==> src/rtl/enoc_route_pkg.sv <==
// Shared port indices, request encodings and helpers for the ENoC route stage.
package enoc_route_pkg;

  // Output-port indices, order c,n,e,s,w,d,u.
  localparam logic [2:0] PORT_C = 3'd0;
  localparam logic [2:0] PORT_N = 3'd1;
  localparam logic [2:0] PORT_E = 3'd2;
  localparam logic [2:0] PORT_S = 3'd3;
  localparam logic [2:0] PORT_W = 3'd4;
  localparam logic [2:0] PORT_D = 3'd5;
  localparam logic [2:0] PORT_U = 3'd6;

  // Bit 0 (leftmost) is the local/core port.
  typedef logic [0:6] port_req_t;

  localparam port_req_t REQ_C = 7'b1000000;
  localparam port_req_t REQ_N = 7'b0100000;
  localparam port_req_t REQ_E = 7'b0010000;
  localparam port_req_t REQ_S = 7'b0001000;
  localparam port_req_t REQ_W = 7'b0000100;
  localparam port_req_t REQ_D = 7'b0000010;
  localparam port_req_t REQ_U = 7'b0000001;

  // Coordinate width; a 1-node dimension still gets a 1-bit (ignored) field.
  function automatic int log2(input int n);
    int w;
    w = 1;
    while ((1 << w) < n) w++;
    return w;
  endfunction

  function automatic port_req_t port_onehot(input logic [2:0] p);
    port_req_t r;
    r = '0;
    r[p] = 1'b1;
    return r;
  endfunction

  // Returns {productive, positive} for one dimension. Torus picks the
  // shorter way round; an exact half ring goes positive.
  function automatic logic [1:0] dim_dir(input int dest, input int loc,
                                         input int n, input bit torus);
    int   dp;
    logic prod;
    logic pos;
    prod = (n > 1) && (dest != loc);
    if (torus) begin
      dp  = (dest >= loc) ? (dest - loc) : (dest + n - loc);
      pos = (2 * dp) <= n;
    end else begin
      pos = dest > loc;
    end
    return {prod, pos};
  endfunction

endpackage

==> src/rtl/enoc_route_select.sv <==
// Credit-based minimal adaptive output choice with a rotating tie pointer.
// Only built when ADAPTIVE_ROUTING_EN is defined.
module enoc_route_select
  import enoc_route_pkg::*;
#(
  parameter int TORUS    = 0,
  parameter int CREDIT_W = 3
) (
  input  logic                         clk,
  input  logic                         reset_n,
  input  logic                         load,
  input  logic [2:0]                   prod,
  input  logic [2:0][2:0]              dim_port,
  input  logic [0:6][CREDIT_W-1:0]     i_credit,
  input  port_req_t                    dor_req,
  output port_req_t                    sel_req
);

  logic [1:0]                ptr;
  logic [2:0][CREDIT_W-1:0]  cred;
  logic [CREDIT_W-1:0]       best;
  logic [2:0]                cand;
  logic                      tie;
  logic                      west_first;
  logic [1:0]                win;

  // Pick the productive direction with most credit; ties rotate from ptr.
  always_comb begin
    cred[0] = prod[0] ? i_credit[dim_port[0]] : '0;
    cred[1] = prod[1] ? i_credit[dim_port[1]] : '0;
    cred[2] = prod[2] ? i_credit[dim_port[2]] : '0;
    best = cred[0];
    if (cred[1] > best) best = cred[1];
    if (cred[2] > best) best = cred[2];
    // A zero best means every candidate is starved: no adaptive choice.
    cand = {cred[2] == best, cred[1] == best, cred[0] == best}
           & prod & {3{best != '0}};
    tie  = (cand[0] & cand[1]) | (cand[0] & cand[2]) | (cand[1] & cand[2]);
    case (ptr)
      2'd1:    win = cand[1] ? 2'd1 : (cand[2] ? 2'd2 : 2'd0);
      2'd2:    win = cand[2] ? 2'd2 : (cand[0] ? 2'd0 : 2'd1);
      default: win = cand[0] ? 2'd0 : (cand[1] ? 2'd1 : 2'd2);
    endcase
    // Mesh uses west-first: any westward hop is taken before adapting.
    west_first = (TORUS == 0) && prod[0] && (dim_port[0] == PORT_W);
    sel_req = dor_req;
    if (west_first)          sel_req = REQ_W;
    else if (cand != 3'b000) sel_req = port_onehot(dim_port[win]);
  end

  // Tie pointer steps X->Y->Z only on loads that actually broke a tie.
  always_ff @(posedge clk or negedge reset_n) begin
    if (!reset_n)                        ptr <= 2'd0;
    else if (load && tie && !west_first) ptr <= (ptr == 2'd2) ? 2'd0 : ptr + 2'd1;
  end

endmodule

==> src/rtl/enoc_adaptive_route_calc.sv <==
// Registered route computation for one router input port (3D mesh/torus).
// ADAPTIVE_ROUTING_EN: credit-based adaptive selection; otherwise pure
// dimension-ordered routing with i_credit ignored.
module enoc_adaptive_route_calc
  import enoc_route_pkg::*;
#(
  parameter int X_NODES  = 4,
  parameter int Y_NODES  = 4,
  parameter int Z_NODES  = 1,
  parameter int X_LOC    = 0,
  parameter int Y_LOC    = 0,
  parameter int Z_LOC    = 0,
  parameter int TORUS    = 0,
  parameter int CREDIT_W = 3
) (
  input  logic                       clk,
  input  logic                       reset_n,
  input  logic [log2(X_NODES)-1:0]   i_x_dest,
  input  logic [log2(Y_NODES)-1:0]   i_y_dest,
  input  logic [log2(Z_NODES)-1:0]   i_z_dest,
  input  logic                       i_val,
  output logic                       o_en,
  input  logic [0:6][CREDIT_W-1:0]   i_credit,
  output port_req_t                  o_output_req,
  output logic                       o_val,
  input  logic                       i_en
);

  logic [1:0]       dx, dy, dz;
  logic [2:0]       prod;
  logic [2:0][2:0]  dim_port;
  port_req_t        dor_req;
  port_req_t        next_req;
  logic             load;

  // Per-dimension direction and the dimension-ordered request.
  always_comb begin
    dx = dim_dir(int'(i_x_dest), X_LOC, X_NODES, TORUS != 0);
    dy = dim_dir(int'(i_y_dest), Y_LOC, Y_NODES, TORUS != 0);
    dz = dim_dir(int'(i_z_dest), Z_LOC, Z_NODES, TORUS != 0);
    prod = {dz[1], dy[1], dx[1]};
    dim_port[0] = dx[0] ? PORT_E : PORT_W;
    dim_port[1] = dy[0] ? PORT_N : PORT_S;
    dim_port[2] = dz[0] ? PORT_U : PORT_D;
    if (prod[0])      dor_req = port_onehot(dim_port[0]);
    else if (prod[1]) dor_req = port_onehot(dim_port[1]);
    else if (prod[2]) dor_req = port_onehot(dim_port[2]);
    else              dor_req = REQ_C;
  end

  // Accept whenever the slot is empty or being drained this cycle.
  assign o_en = !o_val || i_en;
  assign load = i_val && o_en;

`ifdef ADAPTIVE_ROUTING_EN
  enoc_route_select #(
    .TORUS    (TORUS),
    .CREDIT_W (CREDIT_W)
  ) u_select (
    .clk      (clk),
    .reset_n  (reset_n),
    .load     (load),
    .prod     (prod),
    .dim_port (dim_port),
    .i_credit (i_credit),
    .dor_req  (dor_req),
    .sel_req  (next_req)
  );
`else
  logic unused_credit;
  assign unused_credit = ^i_credit;
  assign next_req      = dor_req;
`endif

  // Output slot: load replaces, consume-without-load empties, else hold.
  always_ff @(posedge clk or negedge reset_n) begin
    if (!reset_n) begin
      o_val        <= 1'b0;
      o_output_req <= '0;
    end else if (load) begin
      o_val        <= 1'b1;
      o_output_req <= next_req;
    end else if (i_en) begin
      o_val        <= 1'b0;
      o_output_req <= '0;
    end
  end

endmodule

==> config.mk <==
export PLATFORM = sky130hd
export DESIGN_NAME = enoc_adaptive_route_calc
export DESIGN_NICKNAME = d
export VERILOG_FILES = /design/src/rtl/enoc_route_pkg.sv /design/src/rtl/enoc_route_select.sv /design/src/rtl/enoc_adaptive_route_calc.sv
export SDC_FILE = /design/constraint.sdc
export NUM_CORES = 1
export LEC_CHECK = 0
export BUFFER_PORTS_ARGS = -buffer_cell sky130_fd_sc_hd__buf_2
export CORE_AREA = 2 2 39 41
export DETAILED_ROUTE_END_ITERATION = 10
export DIE_AREA = 0 0 41 43
export PLACE_DENSITY_LB_ADDON = 0.08
export SYNTH_ARGS = -nofsm -noshare
export SYNTH_HDL_FRONTEND = slang
export SYNTH_SLANG_ARGS = --single-unit
==> constraint.sdc <==
create_clock -name clk -period 1.05 [get_ports clk]
set_input_delay 0.0525 -clock clk [delete_from_list [all_inputs] [get_ports clk]]
set_output_delay 0.0525 -clock clk [all_outputs]
set_load 0.01 [all_outputs]
### Word level (Yosys, flattened, before mapping)

Cells that the tools add are included.

* $lt $le $gt $ge: 6
* divide/modulo/power cells: 0
* bitwise gates (word level): 2
* reductions and logical operators: 8
* multipliers: 0
* equal/unequal tests: 0
* multiplexer cells: 12
* $add $sub $neg: 0
* shift operators: 0

Operators by type and width (number)
* 2-to-1 mux 7 bit: 4
* >= comparator 4 bit (second input constant): 2
* less-than comparator 4 x 1 -> 1 bit (second input constant): 2
* demux 1 bit (select 3 bit): 2
* nonzero test 2 bit: 3
* > comparator 2 x 1 -> 1 bit (second input constant): 2
* 2-to-1 mux 1 bit: 4
* inverter 2 -> 4 bit: 1
* inverter 3 -> 4 bit: 1
* logical AND 1 bit: 3
* 2-to-1 mux 3 bit: 1
* 2-to-1 mux 2 bit: 1
* zero test 1 bit: 1
* logical OR 1 bit: 1

* RAM bits: 0
* memories: 0
* word-level logic and storage cells: 30
* input bits: 30
* latch bits: 0
* bits in read-only memories: 0
* register bits after elaboration: 8

### Depth between registers and ports, before layout

* depth in word-level cells: 10
* gate-level depth with buffers: 3
* gate-level depth less buffers: 3

### Least setup slack after synthesis

No wires, ideal clock.

* path type: register -> register
* from: register o_val
* to: register o_output_req[4]
* data required time: 0.972 ns
* cell stages (with the launch flop): 4
* library setup time: 0.078 ns
* buffers on the path: 0
* slack: 0.227 ns
* clock period less this slack: 0.823 ns
* data arrival time: 0.746 ns
* cell sequence: dfrtp_1 -> nand2b_2 -> nand2_1 -> o2bb2ai_1

* word-level cells in the longest chain between the ends: 4

RTL lines
* from (decl): RTL line enoc_adaptive_route_calc.sv:25 `output logic o_val,`
* from (signal assigned): RTL line enoc_adaptive_route_calc.sv:78 `o_val <= 1'b0;`
* from (signal assigned): RTL line enoc_adaptive_route_calc.sv:81 `o_val <= 1'b1;`
* from (signal assigned): RTL line enoc_adaptive_route_calc.sv:84 `o_val <= 1'b0;`
* zero test 1 bit (*): RTL line enoc_adaptive_route_calc.sv:52 `assign o_en = !o_val || i_en;`
* logical OR 1 bit (*): RTL line enoc_adaptive_route_calc.sv:52
* named net o_en: RTL line enoc_adaptive_route_calc.sv:22 `output logic o_en,`
* logical AND 1 bit (*): RTL line enoc_adaptive_route_calc.sv:53 `assign load = i_val && o_en;`
* 2-to-1 mux 7 bit or nonzero test 2 bit (tied branches)
* to (signal assigned): RTL line enoc_adaptive_route_calc.sv:82 `o_output_req <= next_req;`
* to (decl): RTL line enoc_adaptive_route_calc.sv:24 `output port_req_t o_output_req,`

The timed path passes the listed nets; every way through them passes the cells marked *.
A chain may end at the register's enable or synchronous reset.

### Worst setup path in the final report

* from: register o_val
* to: output port o_en

* word-level cells in the longest chain between the ends: 2

RTL lines (RTL line)
* zero test 1 bit: enoc_adaptive_route_calc.sv:52
* logical OR 1 bit: enoc_adaptive_route_calc.sv:52
* to (decl): enoc_adaptive_route_calc.sv:22

Every way passes these cells.

==> results.md <==
- The minimum setup slack among reg-to-reg paths is 210 ps.
- The synthesized-area fraction occupied by and/or/nand/nor cells is 16.9%.
- From bottom edge to top edge, the die measures 43 um.
- The number of antenna violations at the first check in global routing was 0.
- In this run the remaining antenna-violating nets after routing total 0.
- The maximum level of the CTS H-tree is 1.
- The routed wire length is 440 um.
- The core region is 1380 um2.
- The repair_antennas step left the layout with diodes totalling 0.
- Dividing the final minimum period by the clock period gives 87.3%.
- On the critical path the largest part of the delay comes from flip-flops.
- The routed layout has 179 vias.
- Prior to clock tree synthesis, the placed netlist has a worst setup slack of 205 ps.
- At the end of the flow the core is filled with cells to 21.8%.
- The insertion delay of the later-clocked pin in the worst-skew pair is 230 ps.
- The TritonCTS clock tree is built.
- The maximum net fanout on the critical path is 4.
- The dominant combinational cell family by area after synthesis is simple AND/OR/NAND/NOR gates.
- Setup repair after global routing left no endpoint under its margin.
- The area overhead of the layout relative to synthesis is 45.2%.
- The final count of pins violating max slew is 0.
- The total setup violations reported at the end of the flow is 0.
- The nature of the critical path endpoint is an output pin.
- The floorplan step defined a die boundary enclosing 1760 um2.
- The final layout contains ~70 nets.
- Summing all placed instances gives a cell area of 269 um2.
- The starting utilization of the core area is 15.0%.
- The final-layout setup total negative slack is 0 ps.
- For this design the static power due to leakage is 0.156 nW.
- The final clock skew is about 1.4 ps.
- The total stage count of the critical path is 2.
- The width of the chip is 41 um.
- The xor/xnor share of the synthesized area is 0%.
- The cell area that synthesis handed to floorplanning was between 200 and 250 um2.
- The share of the synthesized area in compound gates (AO/OA/AOI/OAI) is 16.9%.
- The slowest stage of the critical path belongs to the cell dfrtp_1.
- The critical setup path kind is reg -> out.
- Global routing consumed, over all layers together, 7.07% of the routing resources.
- The largest single stage delay on the critical path is approximately 400 ps.
- The final hold violation count is 0.
- The worst path setup slack after routing is around 130 ps.
- The multiplexer share of the synthesized area is 0%.
- The worst path in the final design needs a cycle of 917 ps, including I/O delays and setup.
- The site row count is 14.
- The worst hold path belongs to the class in -> reg.
- The number of DRC markers in iteration 0 is 0.
- The number of different library cells used by synthesis comes to 11.
- 39 I/O pins were placed.
- Fill cells in the final layout number about 160.
- Yosys printed 0 warnings.
- The sequential-to-total area share from yosys stat is 48.2%.
- The average instance area after synthesis is 9.89 um2.
- Detailed placement ended at an HPWL of 384 um.
- The post-route cell area is 302 um2.
- The cell at the root of the clock tree is clkbuf_4.
- The post-synthesis instance total is 21.
- The clock drives 4 sinks.
- The via-per-instance ratio is 3.44.
- Buffers placed on the I/O ports in this run total 12.
- The worst hold margin is 86.2 ps.
- The register clock-pin slew on the reported worst setup and hold paths is 30 ps.
- After detailed routing, the average wire length per cell comes to 8.46 um.
- After detailed routing, the number of remaining DRC violations is 0.
- For this run, the detailed router's first-pass iteration total came to 1.
- Walking the worst path, the cells encountered are nand2b_2, buf_2.
- The adder-cell share of the synthesized area is 0%.
- The number of cell instances on the worst register-to-register path is 3.
- The maximum buffer depth of the clock tree is 2.
- The tool flagged a number of max-cap violations equal to 0.
- At the worst endpoint, the arrival time is 860 ps.
- STA puts the critical path data required time at 1000 ps.
- Of the cells placed in the final design, the portion with a size suffix greater than 1 is 50.0%.
- The final weighted congestion in routability-driven placement is approximately 0.64.
- The first global-routing pass estimated approximately 740 um of wire.
- The total grt overflow is 0.
- The achievable frequency is about 1100 MHz.
- In this run, CTS created clock tree buffers numbering 3.
- The via count of the first global-routing pass was 196.
- The count of buffer and inverter cells on the critical path is 1.
- The maximum number of pins on one net before global-route repair is 5.
- The worst-case IR drop observed on VDD is ~0.40 mV.
- The flow ran to the end, and the final reports show no timing, DRC or antenna violations.
- For this design the ratio of total power to cell area is between 1000 and 1500 nW/um2.
- The register bit total from synthesis is 4.
- The worst hold path was traced through 2 stages.
- The kind of start point of the critical path is a flip-flop.
-- cell type report --
class	instances	area (um2)	area share (%)
sequential	4	100	33.2
multi-input combinational	15	85.1	28.2
timing repair buffer	13	70.1	23.2
clock buffer	3	22.5	7.47
tap	16	20.0	6.64
inverter	1	3.75	1.24
-- registers in the layout (all words and copies together) (netlist names) --
| register | cells |
|---|---|
| o_output_req | 3 |
| o_val | 1 |
-- per-stage QoR --
| stage | instances | power (mW) |
|---|---|---|
| floorplan | 24 | 0.218 |
| global placement | 48 | 0.241 |
| detailed placement | 48 | 0.242 |
| global route | 52 | 0.459 |
| finish | 52 | 0.424 |
| CTS | 52 | 0.436 |
-- synth_stat cells, drive strengths merged --
cell     count  area, um2
buf          4       30.0
dfrtp        4        100
o2bb2ai      3       26.3
nand2        2       7.51
nand2b       2       15.0
nor2         2       7.51
a21oi        1       8.76
conb         1       3.75
inv          1       3.75
nand3        1       5.00
-- kinds of logic after synthesis --
group / after synthesis
AO/OA/AOI/OAI: 4
flip-flops: 4
AND/OR/NAND/NOR: 7
buffers and inverters: 5
other: 1
-- worst paths after layout --
path | to | from
min | o_val | i_val
max in group asynchronous | o_val | reset_n
min in group asynchronous | o_output_req[6] | reset_n
min reg2reg | o_output_req[4] | o_output_req[4]
max reg2reg | o_output_req[5] | o_val
max | o_en | o_val
-- placed cells by master, fill, tap and decap left out --
| cell type | Yosys | final |
|---|---|---|
| buf_2 | 0 | 12 |
| clkbuf_4 | 0 | 3 |
| dlygate4sd3_1 | 0 | 1 |
| nand2b_2 | 1 | 1 |
| inv_2 | 1 | 1 |
| nand3_1 | 1 | 1 |
| o2bb2ai_1 | 3 | 3 |
| nor2_1 | 2 | 2 |
| dfrtp_1 | 4 | 4 |
| nand2b_1 | 1 | 1 |
| nand2_1 | 2 | 2 |
| conb_1 | 1 | 4 |
| a21oi_2 | 1 | 1 |
-- worst reg2reg max path: cells and delay by family, from the launching register on --
family	cells	cell delay, ps
DFF	1	380
buffers and inverters	1	50
AOI/OAI and AO/OA	2	320
-- repair_timing --
item / CTS / global route
gates resized for setup: 0 / 0
setup buffers: 0 / 0
hold buffers: 1 / 0
endpoints found under the hold margin: 4 / 0
-- report_power, final --
part	total (mW)	internal, mW	switching [mW]
registers	0.171	0.165	0.00615
clock network	0.184	0.127	0.0562
logic	0.0694	0.0306	0.0388
total	0.424	0.323	0.101
-- routing by layer --
metal	wire, um	part of all wire, %	GRT usage (%)	vias to the layer above
met5	0	0	0	-
met4	8	1.8	10.0	0
met3	35	8.0	3.14	2
met2	228	52	8.75	8
met1	167	38	6.89	76
li1	-	-	-	93
Power figures use the tool's default switching activity.
